--- config.mk ---
export PLATFORM = sky130hd
export DESIGN_NAME = spi_slave_flat
export DESIGN_NICKNAME = d
export VERILOG_FILES = /design/src/rtl/spi_slave_if.sv /design/src/rtl/spi_slave.sv /design/src/flat_wrapper.sv
export SDC_FILE = /design/constraint.sdc
export NUM_CORES = 1
export LEC_CHECK = 0
export BUFFER_PORTS_ARGS = -buffer_cell sky130_fd_sc_hd__buf_2
export CAP_MARGIN = 30
export CORE_MARGIN = 8
export CORE_UTILIZATION = 55
export CTS_BUF_LIST = sky130_fd_sc_hd__clkbuf_8
export CTS_CLUSTER_SIZE = 16
export DETAILED_ROUTE_END_ITERATION = 7
export PLACE_DENSITY = 0.77
export SKIP_CTS_REPAIR_TIMING = 1
export SYNTH_ARGS = -nofsm -noshare
export SYNTH_HDL_FRONTEND = slang
export SYNTH_SLANG_ARGS = --single-unit
export TNS_END_PERCENT = 5
--- constraint.sdc ---
create_clock -name clk -period 2.2 [get_ports clk]
set_clock_uncertainty 0.2 [all_clocks]
set_input_delay 0.44 -clock clk [delete_from_list [all_inputs] [get_ports clk]]
set_output_delay 0.44 -clock clk [all_outputs]
set_load 0.01 [all_outputs]
--- src/rtl/spi_slave_if.sv ---
// spi_slave_if: parallel tx-load / rx-valid bus between spi_slave and local logic.
interface spi_slave_if #(parameter int DATA_W = 8);
    logic [DATA_W-1:0] tx_data;
    logic [DATA_W-1:0] rx_data;
    logic              tx_load;
    logic              tx_ack;
    logic              rx_valid;
    logic              busy;
    modport master (output tx_data, tx_load, input tx_ack, rx_data, rx_valid, busy);
    modport slave  (input tx_data, tx_load, output tx_ack, rx_data, rx_valid, busy);
endinterface

--- src/rtl/spi_slave.sv ---
// spi_slave: oversampled SPI slave, all four CPOL/CPHA modes, full-duplex DATA_W-bit words.
// Define SPI_SLAVE_LSB_FIRST_EN to run both shifters LSB-first (default MSB-first).
module spi_slave #(parameter int DATA_W = 8) (
    input  logic       clk,
    input  logic       reset,
    input  logic       spi_clk,
    input  logic       cs,
    input  logic       mosi,
    input  logic       polarity,
    input  logic       phase,
    output logic       miso,
    spi_slave_if.slave bus
);
    localparam int CW = $clog2(DATA_W + 1);
    typedef enum logic [1:0] {IDLE, SHIFT, DONE} state_t;
    state_t            state;
    logic [CW-1:0]     cnt;
    logic [1:0]        sclk_s, cs_s, mosi_s;
    logic              sclk_d, cs_d, pol, pha;
    logic [DATA_W-1:0] tx_buf, tx_sh, rx_sh;
    logic [DATA_W-1:0] tx_adv, buf_adv, rx_next;
    logic              tx_head, buf_head, sclk_edge, lead, trail, sample, shift_e;
`ifdef SPI_SLAVE_LSB_FIRST_EN
    assign tx_head  = tx_sh[0];
    assign buf_head = tx_buf[0];
    assign tx_adv   = tx_sh >> 1;
    assign buf_adv  = tx_buf >> 1;
    assign rx_next  = {mosi_s[1], rx_sh[DATA_W-1:1]};
`else
    assign tx_head  = tx_sh[DATA_W-1];
    assign buf_head = tx_buf[DATA_W-1];
    assign tx_adv   = tx_sh << 1;
    assign buf_adv  = tx_buf << 1;
    assign rx_next  = {rx_sh[DATA_W-2:0], mosi_s[1]};
`endif
    assign sclk_edge = sclk_s[1] ^ sclk_d;
    assign lead      = sclk_edge && (sclk_d == pol);
    assign trail     = sclk_edge && (sclk_s[1] == pol);
    assign sample    = pha ? trail : lead;
    assign shift_e   = pha ? lead : trail;
    assign bus.busy  = (state != IDLE);
    always_ff @(posedge clk) begin
        if (!reset) begin
            state        <= IDLE;
            cnt          <= '0;
            sclk_s       <= 2'b00;
            cs_s         <= 2'b11;
            mosi_s       <= 2'b00;
            sclk_d       <= 1'b0;
            cs_d         <= 1'b1;
            pol          <= 1'b0;
            pha          <= 1'b0;
            tx_buf       <= '0;
            tx_sh        <= '0;
            rx_sh        <= '0;
            miso         <= 1'b0;
            bus.tx_ack   <= 1'b0;
            bus.rx_valid <= 1'b0;
            bus.rx_data  <= '0;
        end else begin
            sclk_s       <= {sclk_s[0], spi_clk};
            cs_s         <= {cs_s[0], cs};
            mosi_s       <= {mosi_s[0], mosi};
            sclk_d       <= sclk_s[1];
            cs_d         <= cs_s[1];
            bus.tx_ack   <= 1'b0;
            bus.rx_valid <= 1'b0;
            if (bus.tx_load) tx_buf <= bus.tx_data;
            case (state)
                IDLE: begin
                    miso <= 1'b0;
                    if (cs_d && !cs_s[1]) begin
                        pol        <= polarity;
                        pha        <= phase;
                        cnt        <= '0;
                        bus.tx_ack <= 1'b1;
                        state      <= SHIFT;
                        // CPHA=0 has no leading shift edge, so the first bit goes out now
                        tx_sh      <= phase ? tx_buf : buf_adv;
                        miso       <= phase ? 1'b0 : buf_head;
                    end
                end
                SHIFT: begin
                    if (cs_s[1]) begin
                        state <= IDLE;
                        miso  <= 1'b0;
                    end else begin
                        if (sample) begin
                            rx_sh <= rx_next;
                            cnt   <= cnt + CW'(1);
                            if (cnt == CW'(DATA_W - 1)) state <= DONE;
                        end
                        if (shift_e) begin
                            miso  <= tx_head;
                            tx_sh <= tx_adv;
                        end
                    end
                end
                DONE: begin
                    bus.rx_data  <= rx_sh;
                    bus.rx_valid <= 1'b1;
                    if (cs_s[1]) begin
                        state <= IDLE;
                        miso  <= 1'b0;
                    end else begin
                        tx_sh      <= tx_buf;
                        bus.tx_ack <= 1'b1;
                        cnt        <= '0;
                        state      <= SHIFT;
                    end
                end
                default: state <= IDLE;
            endcase
        end
    end
endmodule

--- src/flat_wrapper.sv ---
// flat-port wrapper written by rule: the top's interface ports become plain ports
module spi_slave_flat 
#(parameter int DATA_W = 8)
  (clk, reset, spi_clk, cs, mosi, polarity, phase, miso, bus_tx_data, bus_tx_load, bus_tx_ack, bus_rx_data, bus_rx_valid, bus_busy);
  spi_slave_if #(.DATA_W(DATA_W)) bus_i ();
  input  logic clk;
  input  logic reset;
  input  logic spi_clk;
  input  logic cs;
  input  logic mosi;
  input  logic polarity;
  input  logic phase;
  output logic miso;
  input wire logic [$bits(bus_i.tx_data)-1:0] bus_tx_data;
  input wire logic [$bits(bus_i.tx_load)-1:0] bus_tx_load;
  output wire logic [$bits(bus_i.tx_ack)-1:0] bus_tx_ack;
  output wire logic [$bits(bus_i.rx_data)-1:0] bus_rx_data;
  output wire logic [$bits(bus_i.rx_valid)-1:0] bus_rx_valid;
  output wire logic [$bits(bus_i.busy)-1:0] bus_busy;
  assign bus_i.tx_data = bus_tx_data;
  assign bus_i.tx_load = bus_tx_load;
  assign bus_tx_ack = bus_i.tx_ack;
  assign bus_rx_data = bus_i.rx_data;
  assign bus_rx_valid = bus_i.rx_valid;
  assign bus_busy = bus_i.busy;
  spi_slave #(.DATA_W(DATA_W)) u_core (.clk(clk), .reset(reset), .spi_clk(spi_clk), .cs(cs), .mosi(mosi), .polarity(polarity), .phase(phase), .miso(miso), .bus(bus_i));
endmodule
# Word-level counts from Yosys, hierarchy flattened

Cells that the tools add are included.

$add $sub $neg: 1
Equal/unequal tests: 14
Mux-type cells: 29
Bitwise operators: 2
Reduce and logical (&&, ||, !) cells: 13

Operator list:

| cell                  | count |
|---|---|
| $mux W8               | 5 |
| $pmux W8 S3           | 1 |
| $mux W4               | 4 |
| $pmux W4 S3           | 1 |
| $mux W1               | 11 |
| $reduce_and A5 Y1     | 2 |
| $ne A3 B1 Y1 const B  | 3 |
| $reduce_and A3 Y1     | 3 |
| $mux W2               | 4 |
| $ne A2 B1 Y1 const B  | 4 |
| $pmux W2 S3           | 1 |
| $add A4 B1 Y4 const B | 1 |
| $eq A4 B3 Y1 const B  | 1 |
| $ne A2 B2 Y1 const B  | 2 |
| $logic_and A1 B1 Y1   | 3 |
| $pmux W1 S3           | 1 |
| $reduce_bool A3 Y1    | 1 |
| $eq A1 B1 Y1          | 2 |
| $eq A2 B1 Y1 const B  | 1 |
| $eq A2 B2 Y1 const B  | 1 |
| $logic_not A2 Y1      | 1 |
| $pmux W1 S2           | 1 |
| $reduce_and A2 Y1     | 1 |
| $reduce_bool A2 Y1    | 1 |
| other kinds (3)       | 3 |

Register bits: 51
Input bits: 16
Output and inout port bits: 12

# Depth between registers and ports, before layout

Word-level depth: 6
Depth in mapped cells: 9

# Worst setup path after synthesis

Ideal clock, no wire load.

Path kind: register to register
From: register u_core.state[0]
To: register u_core.tx_sh[6]
Arrival: 1.740 ns
Data required time: 1.912 ns
Setup slack: 0.172 ns
Stages on the path, launching flop included: 10
Buffers on the path: 2
Path through: dfxtp_1 -> inv_1 -> ha_1 -> clkbuf_1 -> inv_1 -> a21oi_1 -> a211oi_4 -> buf_6 -> nor2_2 -> a311oi_2

Longest elaborated chain between the ends: 3
Elaborated cells between the ends (all ways): 10

RTL lines:

| item                                                        | RTL line         | text |
|---|---|---|
| start: declaration                                          | spi_slave.sv:16  | `state_t state;` |
| start signal: assignment                                    | spi_slave.sv:44  | `state <= IDLE;` |
| start signal: assignment                                    | spi_slave.sv:77  | `state <= SHIFT;` |
| start signal: assignment                                    | spi_slave.sv:85  | `state <= IDLE;` |
| $eq A2 B2 Y1, or another cell as far along                  | spi_slave.sv:69  | `case (state)` |
| $ne A2 B2 Y1 (no source line), or another cell as far along | -                |  |
| $reduce_and A5 Y1 (no source line)                          | -                |  |
| end signal: assignment                                      | spi_slave.sv:79  | `tx_sh <= phase ? tx_buf : buf_adv;` |
| end signal: assignment                                      | spi_slave.sv:95  | `tx_sh <= tx_adv;` |
| end signal: assignment                                      | spi_slave.sv:106 | `tx_sh <= tx_buf;` |
| end: declaration                                            | spi_slave.sv:20  | `logic [DATA_W-1:0] tx_buf, tx_sh, rx_sh;` |

Parallel ways exist; a longest one is shown, timed or not.
A chain may end at the register's enable or synchronous reset.

# Final worst setup path

From: register u_core.state[0]
To: register u_core.tx_sh[4]

The elaborated chain is that of the path after synthesis.

==> run metrics <==
worst slack at placement=0.194 ns; CP endpoint kind=flip-flop; final worst slack=approximately 0.15 ns; Int Pwr=0.00147 W; Root Driver=clkbuf_8; Fillers=312; Switching Fraction=0.219; total number of vias=1659; first-pass GRT wire length=7160 um; CTS H-Tree Depth=2; initial drt markers=84; Leakage=0.988 nW; Tmin final=roughly 2.0 ns; Fin. Hold Viols=0; Fmax=489 MHz; Die H=78.7 um; HP Class=in -> reg; Slew @ Worst Pin=0.519 ns; worst r2r path cells=8; Global Route Usage Sum=0.141; # setup viols final=0; reg2reg setup slack=0.15 ns; vias in the first global route=1608; fraction of registers with async set/reset=0; diode count=0; Syn Nets=248; crit start category=flip-flop; final net count=approximately 280; Post-synth EDFFs=0; FF/Latch Area=approximately 1000 sq um; core area=~3700 sq um; top cells by count, synth=dfxtp_1, nor2_1, mux2i_1; P_sw=0.000412 W; share of layout cells above drive strength 1=0.199; Post-DP HPWL=~2900 um; IO Port Bufs=27; CTS tree=done; Die X=78.7 um; hold endpoint=u_core.cs_s[0]; Logic pwr share=0.078; Seq pwr share=0.516; Yosys top cell area share=0.472; max_cap viols=0; largest net degree at the start of global routing=23; yosys warns=0; CTS Buf Count=5; Max clock buf depth=2; GRT overflow=0; placed instance count=296; Top FF cell, synth=dfxtp_1; most common cell in the netlist=dfxtp_1; Synth area leader=dfxtp_1; Multi-input gate area=1070 sq um; Worst EP arrival=2.06 ns; full die area=6190 sq um; pwr dens=approximately 760 nW/um^2; initial antenna violation count=0; RR Endpoint=u_core.tx_sh[4]; Site Rows=22; fin cells=304; Slew headroom=0.654; Finished Cell Area=2490 sq um; crit path kind=reg -> reg; HP Start=cs; maximum vdd drop=between 400 and 500 uV; status=finished clean; clock network power share=0.406; Area growth syn-to-layout=15.2%; Initial Util=0.581; I/O pins=28; Synth Area per Inst=9.52 sq um; Req. time, crit path=2.22 ns; Routed Antenna Nets=0; Final period util=0.930; post-synthesis sequential area ratio=0.472; CTS Sinks=51; setup_tns=0 ns; register bit total from synthesis=51; DRC viols=0; gpl congestion=0.849; DRT Pass-1 Iters=4; Slew Limit Fails=0; RSZ-0062 raised after global routing=no; via-per-instance ratio=5.46; crit path max fanout=16; drt total wl=4170 um; dominant cells by area after synthesis=dfxtp_1, mux2i_1, nor2_1; Hold WS=0.124 ns; Placed Area=2350 sq um; clock transition at the registers of the reported paths=~0.090 ns; wire per inst=13.7 um; clock latency on the worst-skew pair=around 0.30 ns; Netlist cell types=35; Post-Syn Area=2160 sq um; Hold Path Stages=2; Post-Syn Instances=227; worst r2r src=u_core.state[0]
worst max-delay path: stages, from the launching register on:
cell and delay (ns):
dfxtp_1 0.38, inv_1 0.08, ha_1 0.29, inv_1 0.13, a21oi_1 0.12, a211oi_4 0.21
buf_4 0.24, nor2_1 0.06, a311oi_1 0.24
how the worst max path moves through the flow:
stage / start / endpoint
CTS: u_core.state[0] / u_core.tx_sh[1]
global placement: u_core.state[0] / u_core.tx_sh[4]
finish: u_core.state[0] / u_core.tx_sh[4]
detailed placement: u_core.state[0] / u_core.tx_sh[1]
floorplan: u_core.state[0] / u_core.tx_sh[6]
global route: u_core.state[0] / u_core.tx_sh[1]
stage by stage:
stage	util	power [W]
after global placement	0.633	0.00113
after global routing	0.670	0.00194
after CTS	0.670	0.00190
final	0.670	0.00188
after detailed placement	0.633	0.00114
after floorplan	-	0.00110
power groups by stage:
stage / clock, W / sequential [W] / combinational [W]
CTS: 0.000777 / 0.000971 / 0.000147
global route: 0.000807 / 0.000976 / 0.000163
floorplan: 0 / 0.000987 / 0.000110
global placement: 0 / 0.000992 / 0.000143
finish: 0.000763 / 0.000972 / 0.000147
detailed placement: 0 / 0.000992 / 0.000146
layer usage:
layer,vias to the layer above,share of wire,routed length (um),track usage
met1,776,0.49,2060,0.171
met3,5,0.048,200,0.0421
li1,843,-,-,-
met4,0,0.017,71,0.0685
met2,35,0.44,1840,0.224
met5,-,0,0,0
flip-flops by register name (all words and copies together) (netlist names), 2 cells and up:
name	cells
u_core.mosi_s	2
u_core.cnt	4
u_core.rx_sh	8
u_core.tx_sh	8
u_core.bus.rx_data	8
u_core.tx_buf	8
u_core.sclk_s	2
u_core.state	2
u_core.cs_s	2
final cells by class:
type,count,share of cell area
inverter,4,0.00603
multi-input combinational,159,0.429
clock buffer,5,0.0277
sequential,51,0.410
tap,48,0.0241
clock inverter,3,0.0271
timing repair buffer,34,0.0754
cell usage in the layout (no fill, tap or decap), drive strengths merged, types with 4 or more instances in the layout:
cell type and count:
o21ai 6, nand2b 5, nand2 15, ha 5, mux2i 29, a21oi 10
nand3 4, a311oi 7, nor2 36, buf 34, nor2b 4, a31oi 7
and2 7, dfxtp 51, nor3b 7, clkbuf 5
logic make-up after synthesis:
family | after synthesis | synth area share
compound gates | 35 | 0.113
xor+xnor | 1 | 0.00753
fa+ha+maj | 5 | 0.0290
buf+inv | 17 | 0.0330
flops | 51 | 0.472
mux | 31 | 0.145
simple gates | 87 | 0.200
Power figures use the tool's default switching activity.
